`config.mk`:
```
export PLATFORM = sky130hd
export DESIGN_NAME = id_ex_stage_flat
export DESIGN_NICKNAME = d
export VERILOG_FILES = /design/src/rtl/id_ex_stage_if.sv /design/src/rtl/id_ex_stage.sv /design/src/flat_wrapper.sv
export SDC_FILE = /design/constraint.sdc
export NUM_CORES = 1
export LEC_CHECK = 0
export ABC_AREA = 1
export ABC_CLOCK_PERIOD_IN_PS = 1750
export CAP_MARGIN = 20
export CORE_ASPECT_RATIO = 0.5
export CORE_MARGIN = 2
export CORE_UTILIZATION = 57
export DETAILED_ROUTE_END_ITERATION = 10
export DONT_BUFFER_PORTS = 1
export PLACE_DENSITY = 0.76
export SYNTH_ARGS = -nofsm -noshare
export SYNTH_HDL_FRONTEND = slang
export SYNTH_SLANG_ARGS = --single-unit
```
`constraint.sdc`:
```
create_clock -name clk -period 1.75 [get_ports clk]
set_input_delay 0.35 -clock clk [delete_from_list [all_inputs] [get_ports clk]]
set_output_delay 0.35 -clock clk [all_outputs]
set_load 0.01 [all_outputs]
```
`src/rtl/id_ex_stage_if.sv`:
```
// Bundle between the decode slot and the ID/EX pipeline register.
// slave is the stage's own view; master is the view of its surroundings.
interface id_ex_stage_if #(
  parameter int DATA_W = 16
);
  logic              id_valid;
  logic [3:0]        id_src1;
  logic [3:0]        id_src2;
  logic [3:0]        id_dst;
  logic              id_uses_src2;
  logic              id_reg_write;
  logic              id_mem_read;
  logic              id_mem_write;
  logic [3:0]        id_alu_op;
  logic [DATA_W-1:0] id_imm;
  logic [DATA_W-1:0] id_pc;
  logic [DATA_W-1:0] SrcData1;
  logic [DATA_W-1:0] SrcData2;
  logic              flush;
  logic              ex_stall;
  logic              stall_id;
  logic              ex_valid;
  logic              ex_reg_write;
  logic              ex_mem_read;
  logic              ex_mem_write;
  logic [3:0]        ex_src1;
  logic [3:0]        ex_src2;
  logic [3:0]        ex_dst;
  logic [3:0]        ex_alu_op;
  logic [DATA_W-1:0] ex_data1;
  logic [DATA_W-1:0] ex_data2;
  logic [DATA_W-1:0] ex_imm;
  logic [DATA_W-1:0] ex_pc;
  logic [15:0]       bubble_count;

  modport slave (
    input  id_valid, id_src1, id_src2, id_dst, id_uses_src2,
    input  id_reg_write, id_mem_read, id_mem_write, id_alu_op,
    input  id_imm, id_pc, SrcData1, SrcData2, flush, ex_stall,
    output stall_id, ex_valid, ex_reg_write, ex_mem_read, ex_mem_write,
    output ex_src1, ex_src2, ex_dst, ex_alu_op,
    output ex_data1, ex_data2, ex_imm, ex_pc, bubble_count
  );

  modport master (
    output id_valid, id_src1, id_src2, id_dst, id_uses_src2,
    output id_reg_write, id_mem_read, id_mem_write, id_alu_op,
    output id_imm, id_pc, SrcData1, SrcData2, flush, ex_stall,
    input  stall_id, ex_valid, ex_reg_write, ex_mem_read, ex_mem_write,
    input  ex_src1, ex_src2, ex_dst, ex_alu_op,
    input  ex_data1, ex_data2, ex_imm, ex_pc, bubble_count
  );
endinterface

```
`src/rtl/id_ex_stage.sv`:
```
// ID/EX pipeline register with load-use bubble insertion, flush and
// downstream stall handling, plus a saturating bubble counter.
module id_ex_stage #(
  parameter int DATA_W = 16
) (
  input  logic         clk,
  input  logic         rst,
  id_ex_stage_if.slave bus
);
  logic              ex_valid_q,     ex_valid_d;
  logic              ex_reg_write_q, ex_reg_write_d;
  logic              ex_mem_read_q,  ex_mem_read_d;
  logic              ex_mem_write_q, ex_mem_write_d;
  logic [3:0]        ex_src1_q,      ex_src1_d;
  logic [3:0]        ex_src2_q,      ex_src2_d;
  logic [3:0]        ex_dst_q,       ex_dst_d;
  logic [3:0]        ex_alu_op_q,    ex_alu_op_d;
  logic [DATA_W-1:0] ex_data1_q,     ex_data1_d;
  logic [DATA_W-1:0] ex_data2_q,     ex_data2_d;
  logic [DATA_W-1:0] ex_imm_q,       ex_imm_d;
  logic [DATA_W-1:0] ex_pc_q,        ex_pc_d;
  logic [15:0]       bubble_q,       bubble_d;
  logic              hazard;

  function automatic logic [15:0] sat_inc16(input logic [15:0] v);
    return (v == 16'hFFFF) ? v : v + 16'd1;
  endfunction

  // Only a load sitting in EX can create a load-use hazard; after one bubble
  // EX no longer holds it, so the waiting instruction issues on the next edge.
  always_comb begin
    hazard = bus.id_valid & ex_valid_q & ex_mem_read_q &
             ((ex_dst_q == bus.id_src1) |
              (bus.id_uses_src2 & (ex_dst_q == bus.id_src2)));
  end

  assign bus.stall_id = bus.ex_stall | (hazard & ~bus.flush);

  always_comb begin
    ex_valid_d     = ex_valid_q;
    ex_reg_write_d = ex_reg_write_q;
    ex_mem_read_d  = ex_mem_read_q;
    ex_mem_write_d = ex_mem_write_q;
    ex_src1_d      = ex_src1_q;
    ex_src2_d      = ex_src2_q;
    ex_dst_d       = ex_dst_q;
    ex_alu_op_d    = ex_alu_op_q;
    ex_data1_d     = ex_data1_q;
    ex_data2_d     = ex_data2_q;
    ex_imm_d       = ex_imm_q;
    ex_pc_d        = ex_pc_q;
    bubble_d       = bubble_q;
    if (bus.flush) begin
      ex_valid_d     = 1'b0;
      ex_reg_write_d = 1'b0;
      ex_mem_read_d  = 1'b0;
      ex_mem_write_d = 1'b0;
    end else if (bus.ex_stall) begin
      // hold everything
    end else if (hazard) begin
      ex_valid_d     = 1'b0;
      ex_reg_write_d = 1'b0;
      ex_mem_read_d  = 1'b0;
      ex_mem_write_d = 1'b0;
      bubble_d       = sat_inc16(bubble_q);
    end else begin
      ex_valid_d     = bus.id_valid;
      ex_reg_write_d = bus.id_valid & bus.id_reg_write;
      ex_mem_read_d  = bus.id_valid & bus.id_mem_read;
      ex_mem_write_d = bus.id_valid & bus.id_mem_write;
      ex_src1_d      = bus.id_src1;
      ex_src2_d      = bus.id_src2;
      ex_dst_d       = bus.id_dst;
      ex_alu_op_d    = bus.id_alu_op;
      ex_data1_d     = bus.SrcData1;
      ex_data2_d     = bus.SrcData2;
      ex_imm_d       = bus.id_imm;
      ex_pc_d        = bus.id_pc;
    end
  end

  // ID -> EX stage boundary
  always_ff @(posedge clk) begin
    if (rst) begin
      ex_valid_q     <= 1'b0;
      ex_reg_write_q <= 1'b0;
      ex_mem_read_q  <= 1'b0;
      ex_mem_write_q <= 1'b0;
      ex_src1_q      <= '0;
      ex_src2_q      <= '0;
      ex_dst_q       <= '0;
      ex_alu_op_q    <= '0;
      ex_data1_q     <= '0;
      ex_data2_q     <= '0;
      ex_imm_q       <= '0;
      ex_pc_q        <= '0;
      bubble_q       <= '0;
    end else begin
      ex_valid_q     <= ex_valid_d;
      ex_reg_write_q <= ex_reg_write_d;
      ex_mem_read_q  <= ex_mem_read_d;
      ex_mem_write_q <= ex_mem_write_d;
      ex_src1_q      <= ex_src1_d;
      ex_src2_q      <= ex_src2_d;
      ex_dst_q       <= ex_dst_d;
      ex_alu_op_q    <= ex_alu_op_d;
      ex_data1_q     <= ex_data1_d;
      ex_data2_q     <= ex_data2_d;
      ex_imm_q       <= ex_imm_d;
      ex_pc_q        <= ex_pc_d;
      bubble_q       <= bubble_d;
    end
  end

  assign bus.ex_valid     = ex_valid_q;
  assign bus.ex_reg_write = ex_reg_write_q;
  assign bus.ex_mem_read  = ex_mem_read_q;
  assign bus.ex_mem_write = ex_mem_write_q;
  assign bus.ex_src1      = ex_src1_q;
  assign bus.ex_src2      = ex_src2_q;
  assign bus.ex_dst       = ex_dst_q;
  assign bus.ex_alu_op    = ex_alu_op_q;
  assign bus.ex_data1     = ex_data1_q;
  assign bus.ex_data2     = ex_data2_q;
  assign bus.ex_imm       = ex_imm_q;
  assign bus.ex_pc        = ex_pc_q;
  assign bus.bubble_count = bubble_q;
endmodule

```
`src/flat_wrapper.sv`:
```
// flat-port wrapper written by rule: the top's interface ports become plain ports
module id_ex_stage_flat 
#(
  parameter int DATA_W = 16
)
  (clk, rst, bus_id_valid, bus_id_src1, bus_id_src2, bus_id_dst, bus_id_uses_src2, bus_id_reg_write, bus_id_mem_read, bus_id_mem_write, bus_id_alu_op, bus_id_imm, bus_id_pc, bus_SrcData1, bus_SrcData2, bus_flush, bus_ex_stall, bus_stall_id, bus_ex_valid, bus_ex_reg_write, bus_ex_mem_read, bus_ex_mem_write, bus_ex_src1, bus_ex_src2, bus_ex_dst, bus_ex_alu_op, bus_ex_data1, bus_ex_data2, bus_ex_imm, bus_ex_pc, bus_bubble_count);
  id_ex_stage_if #(.DATA_W(DATA_W)) bus_i ();
  input  logic clk;
  input  logic rst;
  input wire logic [$bits(bus_i.id_valid)-1:0] bus_id_valid;
  input wire logic [$bits(bus_i.id_src1)-1:0] bus_id_src1;
  input wire logic [$bits(bus_i.id_src2)-1:0] bus_id_src2;
  input wire logic [$bits(bus_i.id_dst)-1:0] bus_id_dst;
  input wire logic [$bits(bus_i.id_uses_src2)-1:0] bus_id_uses_src2;
  input wire logic [$bits(bus_i.id_reg_write)-1:0] bus_id_reg_write;
  input wire logic [$bits(bus_i.id_mem_read)-1:0] bus_id_mem_read;
  input wire logic [$bits(bus_i.id_mem_write)-1:0] bus_id_mem_write;
  input wire logic [$bits(bus_i.id_alu_op)-1:0] bus_id_alu_op;
  input wire logic [$bits(bus_i.id_imm)-1:0] bus_id_imm;
  input wire logic [$bits(bus_i.id_pc)-1:0] bus_id_pc;
  input wire logic [$bits(bus_i.SrcData1)-1:0] bus_SrcData1;
  input wire logic [$bits(bus_i.SrcData2)-1:0] bus_SrcData2;
  input wire logic [$bits(bus_i.flush)-1:0] bus_flush;
  input wire logic [$bits(bus_i.ex_stall)-1:0] bus_ex_stall;
  output wire logic [$bits(bus_i.stall_id)-1:0] bus_stall_id;
  output wire logic [$bits(bus_i.ex_valid)-1:0] bus_ex_valid;
  output wire logic [$bits(bus_i.ex_reg_write)-1:0] bus_ex_reg_write;
  output wire logic [$bits(bus_i.ex_mem_read)-1:0] bus_ex_mem_read;
  output wire logic [$bits(bus_i.ex_mem_write)-1:0] bus_ex_mem_write;
  output wire logic [$bits(bus_i.ex_src1)-1:0] bus_ex_src1;
  output wire logic [$bits(bus_i.ex_src2)-1:0] bus_ex_src2;
  output wire logic [$bits(bus_i.ex_dst)-1:0] bus_ex_dst;
  output wire logic [$bits(bus_i.ex_alu_op)-1:0] bus_ex_alu_op;
  output wire logic [$bits(bus_i.ex_data1)-1:0] bus_ex_data1;
  output wire logic [$bits(bus_i.ex_data2)-1:0] bus_ex_data2;
  output wire logic [$bits(bus_i.ex_imm)-1:0] bus_ex_imm;
  output wire logic [$bits(bus_i.ex_pc)-1:0] bus_ex_pc;
  output wire logic [$bits(bus_i.bubble_count)-1:0] bus_bubble_count;
  assign bus_i.id_valid = bus_id_valid;
  assign bus_i.id_src1 = bus_id_src1;
  assign bus_i.id_src2 = bus_id_src2;
  assign bus_i.id_dst = bus_id_dst;
  assign bus_i.id_uses_src2 = bus_id_uses_src2;
  assign bus_i.id_reg_write = bus_id_reg_write;
  assign bus_i.id_mem_read = bus_id_mem_read;
  assign bus_i.id_mem_write = bus_id_mem_write;
  assign bus_i.id_alu_op = bus_id_alu_op;
  assign bus_i.id_imm = bus_id_imm;
  assign bus_i.id_pc = bus_id_pc;
  assign bus_i.SrcData1 = bus_SrcData1;
  assign bus_i.SrcData2 = bus_SrcData2;
  assign bus_i.flush = bus_flush;
  assign bus_i.ex_stall = bus_ex_stall;
  assign bus_stall_id = bus_i.stall_id;
  assign bus_ex_valid = bus_i.ex_valid;
  assign bus_ex_reg_write = bus_i.ex_reg_write;
  assign bus_ex_mem_read = bus_i.ex_mem_read;
  assign bus_ex_mem_write = bus_i.ex_mem_write;
  assign bus_ex_src1 = bus_i.ex_src1;
  assign bus_ex_src2 = bus_i.ex_src2;
  assign bus_ex_dst = bus_i.ex_dst;
  assign bus_ex_alu_op = bus_i.ex_alu_op;
  assign bus_ex_data1 = bus_i.ex_data1;
  assign bus_ex_data2 = bus_i.ex_data2;
  assign bus_ex_imm = bus_i.ex_imm;
  assign bus_ex_pc = bus_i.ex_pc;
  assign bus_bubble_count = bus_i.bubble_count;
  id_ex_stage #(.DATA_W(DATA_W)) u_core (.clk(clk), .rst(rst), .bus(bus_i));
endmodule
```
==> results of run 1 <==
[state kept, by name, summed over array words and instances, names as in the netlist]
register                 count
u_core.bus.ex_alu_op         4
u_core.bus.ex_mem_read       1
u_core.bus.ex_src2           4
u_core.bus.ex_valid          1
u_core.bus.ex_data2         16
u_core.bus.ex_reg_write      1
u_core.bus.ex_imm           16
u_core.bus.ex_data1         16
u_core.bus.ex_src1           4
u_core.bus.ex_mem_write      1
u_core.bus.bubble_count     16
u_core.bus.ex_pc            16
u_core.bus.ex_dst            4
[cells by family after synthesis]
group	synth area share, %
flops	46.27
xor+xnor	2.632
fa+ha+maj	0.2891
buf+inv	8.965
compound gates	10.18
simple gates	31.67
[power by group through the flow]
stage / sequential (mW) / combinational, mW / clock [mW]
global route: 2.48 / 0.426 / 2.42
global placement: 2.52 / 0.294 / 0
finish: 2.47 / 0.390 / 2.30
detailed placement: 2.52 / 0.299 / 0
CTS: 2.47 / 0.314 / 2.33
floorplan: 2.50 / 0.264 / 0
[how the worst max path moves through the flow]
stage	slack [ns]	cells past startpoint	startpoint	end
3_5_place_dp	0.08	11	u_core.bus.ex_dst[0]$_SDFFE_PP0P_	u_core.bus.ex_pc[9]$_SDFFE_PP0P_
5_1_grt	-0.24	14	u_core.bus.ex_dst[3]$_SDFFE_PP0P_	u_core.bus.bubble_count[8]$_SDFFE_PP0P_
6_report	-0.13	13	u_core.bus.ex_dst[3]$_SDFFE_PP0P_	u_core.bus.bubble_count[2]$_SDFFE_PP0P_
2_1_floorplan	0.03	9	u_core.bus.ex_dst[0]$_SDFFE_PP0P_	bus_stall_id
4_1_cts	-0.11	9	u_core.bus.ex_dst[3]$_SDFFE_PP0P_	bus_stall_id
3_3_place_gp	0.14	9	u_core.bus.ex_dst[0]$_SDFFE_PP0P_	bus_stall_id
[metal layers]
metal	vias up	wire, µm	track usage, %
li1	2015	-	-
met1	1912	5097	28.61
met2	183	6025	43.62
met3	23	1023	10.10
met4	0	233	9.753
met5	-	0	0
[stage by stage]
stage               area (µm²)  setup WS, ns
CTS                       4907       -0.1147
global route              5301       -0.2396
global placement          4486        0.1361
detailed placement        4486       0.07733
finish                    5301       -0.1315
floorplan                 4327       0.02620
[critical path: cells and delay by family (launching register included)]
kind	cells	cell delay, ns
buf+inv	5	0.63
flops	1	0.36
simple gates	7	0.67
compound gates	1	0.11
[repair_timing]
item	in CTS	in global routing
hold buffers	0	0
cloned	0	14
endpoints found under the setup margin	1	91
pin swaps	4	8
setup buffers	8	3
gates resized for setup	6	33
[cells in the final DEF, fill, tap and decap left out, types with 2 or more instances in the layout]
master,instances
xor2_1,12
a21oi_1,72
dfxtp_1,96
a21oi_2,10
bufinv_16,3
nor2_2,5
nor3_1,2
buf_4,33
clkbuf_16,17
buf_6,6
nand2_2,8
inv_1,33
nor2_1,46
nand3_1,7
dfxtp_2,4
nand4_1,81
buf_12,4
nand3_4,2
nand2_1,149
inv_2,6
o21ai_2,2
o21ai_0,3
[area by class of cell]
type	instances	area [µm²]	share of cell area [%]
multi-input combinational	406	2049	38.66
sequential	100	2007	37.86
timing repair buffer	53	628.1	11.85
clock buffer	10	239.0	4.508
inverter	39	146.4	2.761
tap	96	120.1	2.266
clock inverter	6	111.4	2.101
==> metrics.txt, run 1 <==
outcome=complete, but fails checks; failing checks=setup timing; Core Box Area=7350 µm²; endpoints failing setup=23; switching part of the total=22.92%; Slew Limit Fails=0; Finished Layout Cells=710; Clock Tree Buf Depth=2; CTS Buf Count=9; Power Total=5.155 mW; CP peak stage delay=0.36 ns; Peak VDD IR=0.5641 mV; drc violations=0; R2R Path Start=u_core.bus.ex_dst[3]$_SDFFE_PP0P_; main flop type after synthesis=dfxtp_1; hold_sp=rst; clock transition at the registers of the reported paths=0.07 ns; clk sinks=100; post-synth top area cell=dfxtp_1; per-cell routed wire length=17.44 µm; drt total wl=12,380 µm; H-tree depth=3; largest net degree at the start of global routing=79; crit path time final=1.881 ns; Crit Path Category=flip-flop to flip-flop; CP Data Required Time=1.99 ns; Flop pwr share=47.9%; Tcrit/Tclk final=107.5%; WP data arrival=2.12 ns; IO Count=190; Synth Net Count=682; top-area cell type share of the netlist area=46.27%; first-pass GRT wire length=16,820 µm; reg2reg setup slack=-0.13 ns; die area=8346 µm²; Hold Crit Class=primary input to flip-flop; Synth cell types=22; vias=4,133; DR vias/cell=5.821; CTS Root Cell=clkbuf_16; worst skew pair latency=0.34 ns; static leakage=2.195 nW; P&R area growth vs syn=22.53%; most frequent cell after synthesis=nand2_1; Yosys reg bits=100; max_cap viols=0; die height=65.61 µm; die span in x=127.2 µm; initial drt markers=336; worst setup skew after layout=0.004340 ns; first-pass detailed-route iteration total=4; Post-synth EDFFs=0; internal cell power=3.973 mW; Min Hold Slack=0.07190 ns; hpwl dp=7174 µm; global-route usage over all layers=25.28%; combinational power share=7.6%; Mean Syn Cell Area=7.309 µm²; slowest CP cell=dfxtp_2; Buffers on Ports=0; Seq/Total Area, Yosys=46.27%; setup TNS=-1.768 ns; Filler cells=574; row cnt=22; antenna cells=0; WHS Path Cells=1; R2R depth=13; Worst Setup Slack, final=-0.1315 ns; Placed Cells incl. Taps=669; crit end category=flip-flop; Clk network pwr share=44.5%; Fmax=0.5315 GHz; sw power=1.182 mW; Synth area leaders=dfxtp_1 46%, nand2_1 14%, nand4_1 12%, a21oi_1 9.5%, nor2_1 4.4%; RSZ-0062 raised after global routing=true; Post-synth ARST share=0%; Reg2Reg Capture Point=u_core.bus.bubble_count[2]$_SDFFE_PP0P_; Hold Path End=u_core.bus.ex_src1[2]$_SDFFE_PP0P_; power per cell area=972.3 nW/µm²; initial core utilization=58.87%; Mapped Cells=592; worst slew pin tran=0.4397 ns; Synth warnings=0; Critical Path Source Type=flip-flop; Mapped Area=4327 µm²; layout cells sized above 1=17.92%; remaining antenna violation count=0; GPL Wtd Cong=0.8447; Max FO, Critical Path=8; Finished Core Util=72.13%; GRT Residual Overflow=0; antenna violations before repair=0; TritonCTS clock tree=built; Final Hold Viols=0; Final nets=699; relative slew slack=70.69%; vias in the first global route=3,566; CP cell instances=inv_2 -> nand2_1 -> nand2_1 -> nor2_2 -> nand3_2 -> nand2_2 -> buf_4 -> buf_4 -> nand4_1 -> buf_6 -> clkbuf_16 -> a21oi_1 -> nor2_1; commonest cells in the synthesized netlist=157 x nand2_1, 100 x dfxtp_1, 82 x a21oi_1, 81 x nand4_1, 51 x nor2_1
(Power assumes the default switching activity.)
==> run 2: changes to the inputs <==
- CORE_MARGIN: 2 -> unset
- RECOVER_POWER: unset -> 100
- SKIP_LAST_GASP: unset -> 1
==> run 2 against run 1 <==
Against the previous run: the run ends with DRC, setup timing left; flip-flop and latch count is the same; cell area grew 8.4%; non-clock buffer count grew 7; die area shrank 4.6%; sequential power is essentially flat; clock-buffer cell count is the same; combinational power grew 23%; sequential share of layout area shrank 2.8 points; critical endpoint is now u_core.bus.ex_data2[2]$_SDFFE_PP0P_; largest cell class unchanged.
==> metrics.txt, run 2 (synthesis results as in run 1) <==
Clock Tree Buf Depth=2; internal cell power=3.687 mW; row cnt=22; TritonCTS clock tree=built; Crit Path Category=flip-flop to flip-flop; crit path time final=1.854 ns; GPL Wtd Cong=0.8019; Buffers on Ports=0; drc violations=22; vias in the first global route=3,479; largest net degree at the start of global routing=79; RSZ-0062 raised after global routing=true; Max FO, Critical Path=6; pre-CTS setup slack=0.08795 ns; Final Hold Viols=0; die span in x=125.2 µm; IO Count=190; GRT Residual Overflow=0; failing checks=DRC, setup timing; vias=4,363; global-route usage over all layers=26.41%; P&R area growth vs syn=32.88%; CTS Buf Count=9; die height=63.61 µm; WHS Path Cells=1; relative slew slack=65.17%; R2R depth=13; Clk network pwr share=40.0%; most frequent cells in the layout=117 x nand2_1, 96 x dfxtp_1, 81 x nand4_1; CTS Root Cell=clkbuf_16; Hold Path End=u_core.bus.ex_imm[10]$_SDFFE_PP0P_; hpwl dp=7080 µm; WP data arrival=2.12 ns; R2R Path Start=u_core.bus.ex_dst[3]$_SDFFE_PP0P_; crit end category=flip-flop; outcome=complete, but fails checks; endpoints failing setup=50; CP Data Required Time=2.02 ns; drt total wl=13,960 µm; power per cell area=858.2 nW/µm²; die area=7964 µm²; H-tree depth=3; Final nets=707; Reg2Reg Capture Point=u_core.bus.ex_data2[2]$_SDFFE_PP0P_; layout cells sized above 1=28.30%; clock transition at the registers of the reported paths=0.07 ns; Finished Core Util=78.23%; first-pass GRT wire length=16,910 µm; sw power=1.247 mW; antenna violations before repair=0; per-cell routed wire length=19.44 µm; initial drt markers=379; remaining antenna violation count=0; Core Box Area=7350 µm²; Tcrit/Tclk final=105.9%; Critical Path Source Type=flip-flop; hold_sp=rst; Slew Limit Fails=0; slowest CP cell=dfxtp_4; DR vias/cell=6.077; Most Frequent Cell on Critical Path=nand2_2; antenna cells=0; Crit path max-delay family=simple AND/OR/NAND/NOR gates; Power Total=4.934 mW; Flop pwr share=50.3%; combinational power share=9.7%; initial core utilization=58.87%; worst setup skew after layout=0.005204 ns; Hold Crit Class=primary input to flip-flop; Peak VDD IR=0.6160 mV; CP cell instances=inv_4 -> nand2_4 -> nand2_2 -> nor2_1 -> nand3_1 -> nand2_2 -> nand2_2 -> buf_4 -> buf_8 -> nand3_4 -> clkbuf_16 -> nand2_4 -> a21oi_2; Worst Setup Slack, final=-0.1039 ns; switching part of the total=25.28%; worst skew pair latency=0.34 ns; most common cell after layout, fill and taps aside=nand2_1; Bufs and invs on worst path=4; max_cap viols=0; static leakage=2.307 nW; reg2reg setup slack=-0.10 ns; CP peak stage delay=0.38 ns; Fmax=0.5394 GHz; clk sinks=100; first-pass detailed-route iteration total=10; worst slew pin tran=0.5218 ns
## run 2: cell count changes in the layout (fill, tap and decap cells not counted), sizes merged
cell      change
inv           +1
bufinv        -2
nand3         +1
clkinvlp      +1
buf           -4
clkbuf       +11
## run 2: cell type report
class,instances,area [µm²]
clock inverter,6,63.81
timing repair buffer,60,810.8
inverter,39,151.4
sequential,100,2014
tap,96,120.1
fill,525,1600
multi-input combinational,407,2360
clock buffer,10,229.0
## run 2: per-layer routing
layer | vias to the layer above | wire length (µm) | track usage (%)
met5 | - | 0 | 0
met4 | 0 | 334 | 11.13
met3 | 36 | 1125 | 9.176
met2 | 212 | 6535 | 43.09
met1 | 2078 | 5962 | 31.94
li1 | 2037 | - | -
## run 2: timing repair
action | in CTS | in global routing
hold buffers | 0 | 0
hold endpoints to repair | 0 | 0
setup endpoints to repair | 1 | 101
setup buffers | 6 | 6
pin swaps | 5 | 46
resized for setup | 5 | 141
cloned | 0 | 23
## run 2: power groups by stage
stage,Combinational (mW),Clock [mW],Sequential (mW)
final,0.478,1.98,2.48
after global routing,0.513,2.09,2.49
after CTS,0.316,1.98,2.47
after detailed placement,0.300,0,2.52
after global placement,0.291,0,2.52
after floorplan,0.264,0,2.50
## run 2: how the worst max path moves through the flow
stage                                                 start                                   to  slack [ns]  cells past startpoint
final                     u_core.bus.ex_dst[3]$_SDFFE_PP0P_  u_core.bus.ex_data2[2]$_SDFFE_PP0P_       -0.10                     13
after floorplan           u_core.bus.ex_dst[0]$_SDFFE_PP0P_                         bus_stall_id        0.03                      9
after CTS                 u_core.bus.ex_dst[0]$_SDFFE_PP0P_                         bus_stall_id       -0.10                      9
after global placement    u_core.bus.ex_dst[1]$_SDFFE_PP0P_   u_core.bus.ex_imm[10]$_SDFFE_PP0P_        0.13                      9
after global routing      u_core.bus.ex_dst[1]$_SDFFE_PP0P_                         bus_stall_id       -0.21                      9
after detailed placement  u_core.bus.ex_dst[0]$_SDFFE_PP0P_     u_core.bus.ex_pc[9]$_SDFFE_PP0P_        0.09                     11
## run 2: worst reg2reg max path, cell delays in order, from the launching register on
cell and delay, ns:
dfxtp_4 0.38, inv_4 0.05, nand2_4 0.06, nand2_2 0.04, nor2_1 0.09, nand3_1 0.13
nand2_2 0.11, nand2_2 0.06, buf_4 0.14, buf_8 0.14, nand3_4 0.17, clkbuf_16 0.23
nand2_4 0.05, a21oi_2 0.14
## run 2: stage by stage
stage               setup TNS [ns]  hold WS [ns]  cells  area (µm²)
global placement                 0        0.4233    670        4506
CTS                         -1.113       0.06429    692        4850
finish                      -2.375       0.06821    718        5749
floorplan                        0        0.4829    592        4327
global route                -11.03       0.05757    718        5749
detailed placement               0        0.4254    670        4506
==> run 3: changes to the inputs <==
- CTS_CLUSTER_DIAMETER: unset -> 40
- GPL_TIMING_DRIVEN: unset -> 0
==> run 3 against run 2 <==
Against the previous run: the flow still finishes with violations (DRC, setup timing); fmax decreased by 2.9%; critical path type is now flip-flop to output port; final cell count grew 2.1%; global-route usage increased by 3.0 points.
==> metrics.txt, run 3 (synthesis results as in run 1) <==
Crit path max-delay family=simple AND/OR/NAND/NOR gates; max_cap viols=0; remaining antenna violation count=0; internal cell power=3.851 mW; initial drt markers=327; Filler cells=579; Clock Tree Buf Depth=2; worst skew pair latency=0.35 ns; TritonCTS clock tree=built; P&R area growth vs syn=27.59%; CP Data Required Time=1.40 ns; Placed Area=4447 µm²; H-tree depth=3; worst setup skew after layout=0.008184 ns; setup TNS=-7.809 ns; Fmax=0.5237 GHz; Critical Path Source Type=flip-flop; CP peak stage delay=0.39 ns; die span in x=125.2 µm; sw power=1.278 mW; worst slew pin tran=0.5680 ns; Placed Cells incl. Taps=688; Storage cell area=2028 µm²; WP data arrival=1.56 ns; antenna violations before repair=0; Max FO, Critical Path=4; Hold Path End=u_core.bus.ex_valid$_SDFFE_PP0N_; CP cell instances=inv_4 -> nand2_2 -> nand2_2 -> nor2_2 -> nand3_2 -> nand2_4 -> nand2_4 -> buf_6 -> o21ai_4; initial core utilization=58.87%; vias=4,210; power per cell area=929.1 nW/µm²; most common cell after layout, fill and taps aside=nand2_1; Worst Setup Slack, final=-0.1594 ns; per-cell routed wire length=17.05 µm; CTS Buf Count=9; die height=63.61 µm; Flop pwr share=48.2%; relative slew slack=62.13%; Crit Path Category=flip-flop to output port; crit end category=output port; Reg2Reg Capture Point=u_core.bus.ex_src1[1]$_SDFFE_PP0P_; pre-CTS setup slack=-0.2941 ns; most frequent cells in the layout=140 x nand2_1, 89 x dfxtp_1, 81 x nand4_1; static leakage=2.202 nW; Slew Limit Fails=0; failing checks=DRC, setup timing; DR vias/cell=5.744; crit path time final=1.909 ns; R2R Path Start=u_core.bus.ex_dst[0]$_SDFFE_PP0P_; drt total wl=12,500 µm; WHS Path Cells=2; IO Count=190; switching part of the total=24.91%; Final Hold Viols=0; Final nets=722; Finished Layout Cells=733; Peak VDD IR=0.5989 mV; Core Box Area=7350 µm²; R2R depth=14; combinational power share=8.5%; die area=7964 µm²; first-pass GRT wire length=18,510 µm; Tcrit/Tclk final=109.1%; Multi-input gate area=2176 µm²; Final Cell Area=5520 µm²; antenna cells=0; slowest CP cell=dfxtp_4; Hold-fix buffers, CTS=0; Buffers on Ports=0; outcome=complete, but fails checks; clk sinks=100; Clk network pwr share=43.3%; first-pass detailed-route iteration total=8; layout cells sized above 1=21.66%; GPL Wtd Cong=0.8691; Hold Crit Class=primary input to flip-flop; CTS Root Cell=clkbuf_16; clock transition at the registers of the reported paths=0.07 ns; row cnt=22; hpwl dp=8185 µm; hold_sp=bus_ex_stall; drc violations=22; reg2reg setup slack=-0.14 ns; global-route usage over all layers=29.39%; largest net degree at the start of global routing=18; GRT Residual Overflow=0; vias in the first global route=3,714; Power Total=5.129 mW; Bufs and invs on worst path=2; endpoints failing setup=80; RSZ-0062 raised after global routing=true
[run 3: through the flow]
step	util (%)	hold WS, ns
finish	75.11	0.1435
floorplan	-	0.4829
detailed placement	60.50	0.4952
CTS	67.82	0.1383
global route	75.11	0.1393
global placement	60.50	0.4875
[run 3: final cells by class]
cell class                      count  share of cell area (%)
Buffer                             47                   6.097
Clock buffer                       10                   4.329
Clock inverter                      6                   1.700
Tap cell                           96                   2.176
Timing Repair Buffer               30                   6.845
Inverter                           39                   2.697
Sequential cell                   100                   36.74
Multi-Input combinational cell    405                   39.42
[run 3: worst max path at each step]
stage / startpoint / end / slack (ns) / cells after the start
5_1_grt: u_core.bus.ex_dst[0]$_SDFFE_PP0P_ / u_core.bus.ex_data1[13]$_SDFFE_PP0P_ / -0.24 / 14
3_5_place_dp: u_core.bus.ex_dst[0]$_SDFFE_PP0P_ / bus_stall_id / -0.29 / 9
2_1_floorplan: u_core.bus.ex_dst[0]$_SDFFE_PP0P_ / bus_stall_id / 0.03 / 9
4_1_cts: u_core.bus.ex_dst[3]$_SDFFE_PP0P_ / bus_stall_id / -0.14 / 9
3_3_place_gp: u_core.bus.ex_dst[0]$_SDFFE_PP0P_ / bus_stall_id / -0.26 / 9
6_report: u_core.bus.ex_dst[0]$_SDFFE_PP0P_ / bus_stall_id / -0.16 / 9
[run 3: repair_timing]
| item | in CTS | in global routing |
|---|---|---|
| resized for setup | 37 | 101 |
| cloned | 1 | 7 |
| pin swaps | 6 | 23 |
| buffers inserted | 14 | 11 |
| endpoints found under the setup margin | 97 | 97 |
[run 3: power by group through the flow]
stage          Clock (mW)  Combinational [mW]  Sequential, mW
2_1_floorplan           0               0.264            2.50
3_3_place_gp            0               0.322            2.52
3_5_place_dp            0               0.332            2.53
4_1_cts              2.23               0.353            2.47
5_1_grt              2.33               0.484            2.48
6_report             2.22               0.438            2.47
[run 3: metal layers]
metal,GRT usage (%),vias up,wire length (µm)
met5,0,-,0
met4,8.537,0,146
met3,10.79,20,950
met2,50.21,142,6289
met1,34.81,1986,5115
li1,-,2062,-
